[config.mk]
export PLATFORM = sky130hd
export DESIGN_NAME = i2s_tx
export DESIGN_NICKNAME = d
export VERILOG_FILES = /design/src/rtl/i2s_pkg.sv /design/src/rtl/i2s_tx_sclk_gen.sv /design/src/rtl/i2s_tx.sv
export SDC_FILE = /design/constraint.sdc
export NUM_CORES = 1
export LEC_CHECK = 0
export ABC_AREA = 1
export CORE_MARGIN = 5
export CORE_UTILIZATION = 35
export DETAILED_ROUTE_END_ITERATION = 16
export PLACE_DENSITY = 0.59
export SKIP_LAST_GASP = 1
export SLEW_MARGIN = 5
export SYNTH_ARGS = -nofsm -noshare
export SYNTH_HDL_FRONTEND = slang
export SYNTH_SLANG_ARGS = --single-unit
[constraint.sdc]
create_clock -name clk -period 3.04 [get_ports clk]
set_clock_uncertainty 0.05 [all_clocks]
set_input_delay 0.608 -clock clk [delete_from_list [all_inputs] [get_ports clk]]
set_output_delay 0.608 -clock clk [all_outputs]
set_load 0.05 [all_outputs]
[src/rtl/i2s_pkg.sv]
// Shared constants and state encoding for the I2S transmitter.
package i2s_pkg;

    localparam int SCLK_DIV_DEF = 32;
    localparam int SLOT_W_DEF   = 32;
    localparam int DATA_W_DEF   = 16;

    localparam int FRAME_BITS = 2 * SLOT_W_DEF;
    localparam int HALF_DIV   = SCLK_DIV_DEF / 2;

    typedef logic [0:0] state_t;
    localparam state_t IDLE = 1'b0;
    localparam state_t RUN  = 1'b1;

endpackage

[src/rtl/i2s_tx_sclk_gen.sv]
// Bit-clock divider: owns div_cnt, drives a registered SCLK and flags the
// clk edge on which SCLK falls (div_cnt wrapping to 0).
module i2s_tx_sclk_gen
    import i2s_pkg::*;
#(
    parameter int SCLK_DIV = SCLK_DIV_DEF
) (
    input  logic clk,
    input  logic rst_n,
    input  logic i_run,
    output logic o_sclk,
    output logic o_fall
);
    localparam int DW = $clog2(SCLK_DIV);
    localparam logic [DW-1:0] DIV_LAST = DW'(SCLK_DIV - 1);
    localparam logic [DW-1:0] DIV_HALF = DW'(SCLK_DIV / 2);

    logic [DW-1:0] r_div_cnt;
    logic [DW-1:0] w_div_nxt;
    logic          r_sclk;

    // Out of RUN the divider parks at 0, so SCLK is low and the first
    // SCLK period after entry is a full one.
    always_comb begin
        w_div_nxt = '0;
        if (i_run && (r_div_cnt != DIV_LAST)) begin
            w_div_nxt = r_div_cnt + 1'b1;
        end
    end

    always_ff @(posedge clk or negedge rst_n) begin
        if (!rst_n) begin
            r_div_cnt <= '0;
            r_sclk    <= 1'b0;
        end else begin
            r_div_cnt <= w_div_nxt;
            r_sclk    <= (w_div_nxt >= DIV_HALF);
        end
    end

    assign o_sclk = r_sclk;
    assign o_fall = i_run && (r_div_cnt == DIV_LAST);

endmodule

[src/rtl/i2s_tx.sv]
// I2S serializer: latches a left/right sample pair per frame and shifts it
// out MSB first with the standard one-bit delay after each LRCLK change.
//   state | meaning
//   IDLE  | outputs parked low, waiting for en
//   RUN   | framing active; stops only at a frame end with en low
module i2s_tx
    import i2s_pkg::*;
#(
    parameter int SCLK_DIV = SCLK_DIV_DEF,
    parameter int SLOT_W   = SLOT_W_DEF,
    parameter int DATA_W   = DATA_W_DEF
) (
    input  logic              clk,
    input  logic              rst_n,
    input  logic              en,
    input  logic [DATA_W-1:0] lft_in,
    input  logic [DATA_W-1:0] rht_in,
    output logic              SCLK,
    output logic              LRCLK,
    output logic              SDout,
    output logic              smpl_ld,
    output logic              busy
);
    localparam int FRAME_N = 2 * SLOT_W;
    localparam int BW      = $clog2(FRAME_N);
    localparam logic [BW-1:0] BIT_LAST  = BW'(FRAME_N - 1);
    localparam logic [BW-1:0] RHT_FIRST = BW'(SLOT_W);

    state_t            r_state;
    logic [BW-1:0]     r_bit_cnt;
    logic [DATA_W-1:0] r_lft_sh;
    logic [DATA_W-1:0] r_rht_sh;
    logic              r_lrclk;
    logic              r_sdout;
    logic              r_smpl_ld;

    logic              w_fall;
    logic              w_frame_end;
    logic              w_load;
    logic [BW-1:0]     w_bit_nxt;
    logic              w_lr_nxt;
    logic              w_sd_nxt;

    i2s_tx_sclk_gen #(
        .SCLK_DIV (SCLK_DIV)
    ) u_sclk_gen (
        .clk    (clk),
        .rst_n  (rst_n),
        .i_run  (r_state == RUN),
        .o_sclk (SCLK),
        .o_fall (w_fall)
    );

    assign w_frame_end = w_fall && (r_bit_cnt == BIT_LAST);
    assign w_load      = en && ((r_state == IDLE) || ((r_state == RUN) && w_frame_end));
    assign w_bit_nxt   = (r_bit_cnt == BIT_LAST) ? '0 : r_bit_cnt + 1'b1;
    assign w_lr_nxt    = (w_bit_nxt >= RHT_FIRST);

    // Slot k carries bit DATA_W-k of its channel; slot 0 of each half and
    // the padding slots stay low. Slot 0 never reads the shadow, so a
    // reload on the same edge cannot leak into the data.
    always_comb begin
        w_sd_nxt = 1'b0;
        for (int k = 1; k <= DATA_W; k++) begin
            if (w_bit_nxt == BW'(k)) begin
                w_sd_nxt = r_lft_sh[DATA_W-k];
            end
            if (w_bit_nxt == BW'(SLOT_W + k)) begin
                w_sd_nxt = r_rht_sh[DATA_W-k];
            end
        end
    end

    always_ff @(posedge clk or negedge rst_n) begin
        if (!rst_n) begin
            r_state   <= IDLE;
            r_bit_cnt <= '0;
            r_lft_sh  <= '0;
            r_rht_sh  <= '0;
            r_lrclk   <= 1'b0;
            r_sdout   <= 1'b0;
            r_smpl_ld <= 1'b0;
        end else begin
            r_smpl_ld <= w_load;
            if (w_load) begin
                r_lft_sh <= lft_in;
                r_rht_sh <= rht_in;
            end
            case (r_state)
                IDLE: begin
                    r_bit_cnt <= '0;
                    r_lrclk   <= 1'b0;
                    r_sdout   <= 1'b0;
                    if (en) begin
                        r_state <= RUN;
                    end
                end
                RUN: begin
                    if (w_frame_end && !en) begin
                        r_state   <= IDLE;
                        r_bit_cnt <= '0;
                        r_lrclk   <= 1'b0;
                        r_sdout   <= 1'b0;
                    end else if (w_fall) begin
                        r_bit_cnt <= w_bit_nxt;
                        r_lrclk   <= w_lr_nxt;
                        r_sdout   <= w_sd_nxt;
                    end
                end
                default: begin
                    r_state <= IDLE;
                end
            endcase
        end
    end

    assign LRCLK   = r_lrclk;
    assign SDout   = r_sdout;
    assign smpl_ld = r_smpl_ld;
    assign busy    = (r_state == RUN);

endmodule

=== Word level (Yosys, flattened, before mapping) ===
Index checks and enable logic that the tools add are counted.

* Bits in writable memories: 0
* Input bits: 35
* Bits in latches: 0
* Output and inout port bits: 5
* Logic and storage cells: 104
* Bits in registers: 48
* Bits in read-only memories: 0
* Memories kept: 0

* Equal/unequal tests: 36
* Reduce and logical (&&, ||, !) cells: 8
* Multiply operators: 0
* Order comparisons: 2
* Shift operators: 0
* Mux-type cells: 46
* $add $sub $neg: 2
* Div/mod/pow operators: 0
* Bitwise operators: 1

{| class="wikitable"
|+ Operators with widths
! cell !! count
|-
| == test 6 bit (second input constant) || 17
|-
| == test 6 x 4 -> 1 bit (second input constant) || 8
|-
| two-way mux 1 bit || 38
|-
| == test 6 x 3 -> 1 bit (second input constant) || 4
|-
| two-way mux 6 bit || 3
|-
| == test 6 x 2 -> 1 bit (second input constant) || 2
|-
| case mux 6 bit (2 select lines) || 1
|-
| adder 6 x 1 -> 6 bit (second input constant) || 1
|-
| == test 6 x 1 -> 1 bit (second input constant) || 1
|-
| == test 6 x 5 -> 1 bit (second input constant) || 1
|-
| >= comparator 6 bit (second input constant) || 1
|-
| logical AND 1 bit || 6
|-
| case mux 1 bit (2 select lines) || 3
|-
| adder 5 x 1 -> 5 bit (second input constant) || 1
|-
| == test 5 bit (second input constant) || 1
|-
| >= comparator 5 bit (second input constant) || 1
|-
| two-way mux 5 bit || 1
|-
| != test 5 bit (second input constant) || 1
|-
| != test 3 x 1 -> 1 bit (second input constant) || 1
|-
| zero test 1 bit || 1
|-
| logical OR 1 bit || 1
|-
| NOT 1 bit || 1
|}

=== Logic depth before layout (Yosys ltp) ===
* Word-level depth: 38
* Depth in mapped cells: 32

=== By module ===
From an unflattened synthesis, not the netlist that was laid out.

* Cells, all modules: 340
* Area, all modules: 2507.4 um^2

{| class="wikitable"
|+ Modules (own cells, without submodules)
! module !! instances !! cells an instance !! area each (um^2)
|-
| i2s_tx || 1 || 312 || 2274.7
|-
| i2s_tx_sclk_gen || 1 || 28 || 232.7
|}

=== Least setup slack after synthesis ===
OpenSTA, ideal clock, no wires.

* Path type: flip-flop to flip-flop
* From: reg r_bit_cnt[0]
* To: reg r_sdout (netlist: SDout)
* Period minus slack after synthesis: 2575 ps
* Slack: 465 ps
* Cell stages (with the launch flop): 31
* Path buffers: 0
* Setup time: 118 ps
* Data arrival time: 2408 ps
* Path through: dfrtp_1 -> ha_1 -> nand2_2 -> inv_1 -> nor2_1 -> nand2_1 -> nor2_1 -> nand2_1 -> o21a_1 -> nand2_1 -> nand2_1 -> nand2_1 -> nand4_1 -> nand2_1 -> nand2_1 -> nand2_1 -> nand2_1 -> nand2_1 -> nand2_1 -> nand2_1 -> nand2_1 -> nand2_1 -> nand2_1 -> nand2_1 -> nand2_1 -> nand2_1 -> nand2_1 -> nand2_1 -> nand2_1 -> nand2_1 -> nand2_1

* Longest elaborated chain between the ends: 38

{| class="wikitable"
|+ Ends and longest elaborated chain
! element !! RTL line !! RTL
|-
| from (decl) || i2s_tx.sv:30 || <nowiki>logic [BW-1:0] r_bit_cnt;</nowiki>
|-
| from (signal assigned) || i2s_tx.sv:105 || <nowiki>r_bit_cnt <= w_bit_nxt;</nowiki>
|-
| adder 6 x 1 -> 6 bit / == test 6 bit (equally long branches) || i2s_tx.sv:56, i2s_tx.sv:54 ||
|-
| two-way mux 6 bit || i2s_tx.sv:56 || <nowiki>assign w_bit_nxt = (r_bit_cnt == BIT_LAST) ? '0 : r_bit_cnt + 1'b1;</nowiki>
|-
| == test 6 x 1 -> 1 bit || i2s_tx.sv:65 || <nowiki>if (w_bit_nxt == BW'(k)) begin</nowiki>
|-
| two-way mux 1 bit || i2s_tx.sv:65 ||
|-
| two-way mux 1 bit || i2s_tx.sv:68 || <nowiki>if (w_bit_nxt == BW'(SLOT_W + k)) begin</nowiki>
|-
| two-way mux 1 bit || i2s_tx.sv:65 ||
|-
| two-way mux 1 bit || i2s_tx.sv:68 ||
|-
| two-way mux 1 bit || i2s_tx.sv:65 ||
|-
| [... 22 more ...] || n/a ||
|-
| two-way mux 1 bit || i2s_tx.sv:68 ||
|-
| two-way mux 1 bit || i2s_tx.sv:65 ||
|-
| two-way mux 1 bit || i2s_tx.sv:68 ||
|-
| two-way mux 1 bit || i2s_tx.sv:65 ||
|-
| two-way mux 1 bit || i2s_tx.sv:68 ||
|-
| two-way mux 1 bit || i2s_tx.sv:104 || <nowiki>end else if (w_fall) begin</nowiki>
|-
| two-way mux 1 bit || i2s_tx.sv:99 || <nowiki>if (w_frame_end && !en) begin</nowiki>
|-
| case mux 1 bit (2 select lines) || i2s_tx.sv:89 || <nowiki>case (r_state)</nowiki>
|-
| to (signal assigned) || i2s_tx.sv:107 || <nowiki>r_sdout <= w_sd_nxt;</nowiki>
|-
| to (decl) || i2s_tx.sv:34 || <nowiki>logic r_sdout;</nowiki>
|}

Parallel ways exist; a longest one is shown, timed or not. The select of a mux whose other input is x is not followed.
A chain may end at the register's enable or synchronous reset.

=== Final worst setup path ===
* From: reg r_bit_cnt[1]
* To: reg r_sdout (netlist: SDout)

The elaborated chain is that of the path after synthesis.

==> metrics <==
Power Density around 350 mW/mm^2; Critical R2R Capture SDout; Critical Setup Path Class flip-flop to flip-flop; drt wl/cell approximately 12 um; internal power approximately 0.90 mW; most common cell in the netlist nand2_1; clk slew on worst S/H paths roughly 80 ps; Synth Instances approximately 350; GP Congestion roughly 0.93; P_sw between 0.2 and 0.25 mW; max-slew violations 0; Placeable Area ~0.0072 mm^2; Slowest-stage cell, CP dfrtp_2; syn nets 387; die width 95.2 um; CTS Buf Count 5; crit start category flip-flop; Total Neg Setup Slack 0 ps; post-route ant nets 0; syn avg cell area ~7.4 um^2; CP endpoint kind flip-flop; peak supply drop between 0.15 and 0.2 mV; Initial Utilization a little over a third; number of buffers added on ports 39; setup slack after layout about 270 ps; Distinct cells, synth 25; top cells by area, synth dfrtp_1 (46%), nand2_1 (21%), inv_1 (5.9%); Seq cells post-synth 47; TritonCTS clock tree yes; die extent in y around 95 um; most frequent CP cell nand2_1; CP max FO 7; Synth async-reset ratio 100%; clk_lat worst skew 300 ps; overall power between 1 and 1.5 mW; reg2reg path depth 28; max_cap viols 0; Setup crit end SDout; synth warn 0; # DRC 0; H-tree depth 2; final setup fails 0; Largest stage delay, worst path 450 ps; fmax 361 MHz; gr usage total 14.0%; first-pass detailed-route iteration total 4; reg-to-reg setup timing slack 270 ps; period utilization between 90 and 100%; vias in the first global route roughly 2100; register area share after synthesis 46.3%; Tmin final ~2800 ps; io pins 40; Root Buffer clkbuf_8; n_diodes 0; Nets 431; Critical path origin r_bit_cnt[1]; Max-slew headroom around a third; first-pass GRT wire length between 9000 and 10000 um; combinational group share of total power approximately 4.8%; fraction of power spent switching nets 19.6%; Synth top cells by count nand2_1 (141), dfrtp_1 (47), inv_1 (40), o21ai_0 (22), nor2_1 (19); via count between 2000 and 2500; worst slew pin tran roughly 1000 ps; pre-CTS setup slack approximately 180 ps; EDFF count, synth 0; share of the synthesized area in the top cell type 46.3%; P_leak approximately 1.6 nW; RSZ-0062 raised after global routing no; Synth Flop Type dfrtp_1; Seq pwr share 55.6%; gr ovfl total 0; Clk network pwr share about two fifths; Final Hold Viols 0; largest net degree at the start of global routing 48; total wire length between 5000 and 6000 um; worst path required time 3240 ps; Arr. time, crit path ~3000 ps; vias per inst about 4.4; Hold WC Path Type flip-flop to flip-flop; Max Root-Sink Buffers 2; # clock sinks between 40 and 50; die area between 0.009 and 0.01 mm^2; area delta synth->final 25.0%; initial antenna violation count 0; Cell Rows 31; layout cell share with drive strength beyond 1 under 10%; post-DP HPWL 4230 um; Reg2Reg Launch Point r_bit_cnt[1]; drt initial violations about 130; mapped cell area roughly 0.0025 mm^2; outcome completed; cell taking the most area after synthesis dfrtp_1
-- registers in the layout, indices dropped and copies added (netlist names) --
name and flops:
LRCLK 1, r_rht_sh 16, r_lft_sh 16, SDout 1, u_sclk_gen.r_div_cnt 5, busy 1
r_bit_cnt 6, smpl_ld 1
-- how the worst min path moves through the flow --
| stage | startpoint | endpoint | slack [ps] | cells after the start |
|---|---|---|---|---|
| after global routing | u_sclk_gen.r_div_cnt[0] | u_sclk_gen.r_div_cnt[0] | 430 | 1 |
| final | u_sclk_gen.r_div_cnt[0] | u_sclk_gen.r_div_cnt[0] | 420 | 1 |
| after detailed placement | u_sclk_gen.r_div_cnt[0] | u_sclk_gen.r_div_cnt[0] | 410 | 1 |
| after floorplan | rst_n | LRCLK | 260 | 0 |
| after global placement | u_sclk_gen.r_div_cnt[0] | u_sclk_gen.r_div_cnt[0] | 400 | 1 |
| after CTS | u_sclk_gen.r_div_cnt[0] | u_sclk_gen.r_div_cnt[0] | 420 | 1 |
-- cells in the final DEF (no fill, tap or decap), types with 2 or more instances in the layout --
master / count
nand2_1: 141
dfrtp_1: 46
inv_1: 40
clkdlybuf4s50_1: 38
o21ai_0: 22
nor2_1: 18
nand3_1: 17
a21oi_1: 12
ha_1: 6
nor3_1: 5
clkbuf_8: 5
nand2_2: 4
o21a_1: 4
buf_4: 4
inv_2: 3
nor2_4: 2
nand2_4: 2
o22ai_1: 2
nor2_2: 2
nand4_1: 2
nor3_2: 2
-- critical path, delay by kind of cell, from the launching register on --
family                     cells  cell delay, ps
buffers and inverters          1              50
and+or+nand+nor               25            1840
AOI/OAI and AO/OA              1             110
DFF                            1             450
adders and majority gates      1             200
-- what timing repair did --
| action | in CTS | in global routing |
|---|---|---|
| setup buffers | 0 | 2 |
| endpoints found under the hold margin | 0 | 0 |
| setup endpoints to repair | 0 | 1 |
| hold buffers | 0 | 0 |
| resized for setup | 0 | 5 |
-- power by group through the flow --
stage | Sequential [mW] | Clock, mW | Combinational (mW)
6_report | 0.624 | 0.444 | 0.0544
5_1_grt | 0.625 | 0.486 | 0.0603
2_1_floorplan | 0.637 | 0 | 0.000236
3_5_place_dp | 0.637 | 0 | 0.0560
3_3_place_gp | 0.637 | 0 | 0.0558
4_1_cts | 0.625 | 0.457 | 0.0563
-- layout make-up --
type	count	area, um^2
Clock inverter	1	30.0
Inverter	44	165
Clock buffer	6	72.6
Fill cell	723	4000
Timing Repair Buffer	43	415
Multi-Input combinational cell	248	1190
Tap cell	99	124
Sequential cell	47	1180
-- cell families after synthesis --
kind of cell               count (synthesis)  synth area share, %
buffers and inverters                     50                 7.39
AOI/OAI and AO/OA                         42                 8.82
and+or+nand+nor                          198                 33.7
xor gates and xnor gates                   1                0.345
DFF                                       47                 46.3
adders and majority gates                  7                 3.45
-- routing by layer --
metal	GRT usage (%)	up-vias	routed length, um
li1	-	1158	-
met5	0	-	0
met2	21.3	39	2470
met3	2.92	9	239
met4	4.69	0	103
met1	19.7	963	2900
-- stage by stage --
stage / util, % / std cells / hold slack (ps) / instance area, um^2
after floorplan: - / 345 / 262 / 2540
after global placement: 42.4 / 479 / 400 / 3040
after detailed placement: 42.4 / 479 / 408 / 3040
after CTS: 43.8 / 486 / 420 / 3140
after global routing: 44.3 / 488 / 435 / 3180
final: 44.3 / 488 / 416 / 3180
No activity file was read; power rests on OpenSTA's default activity.
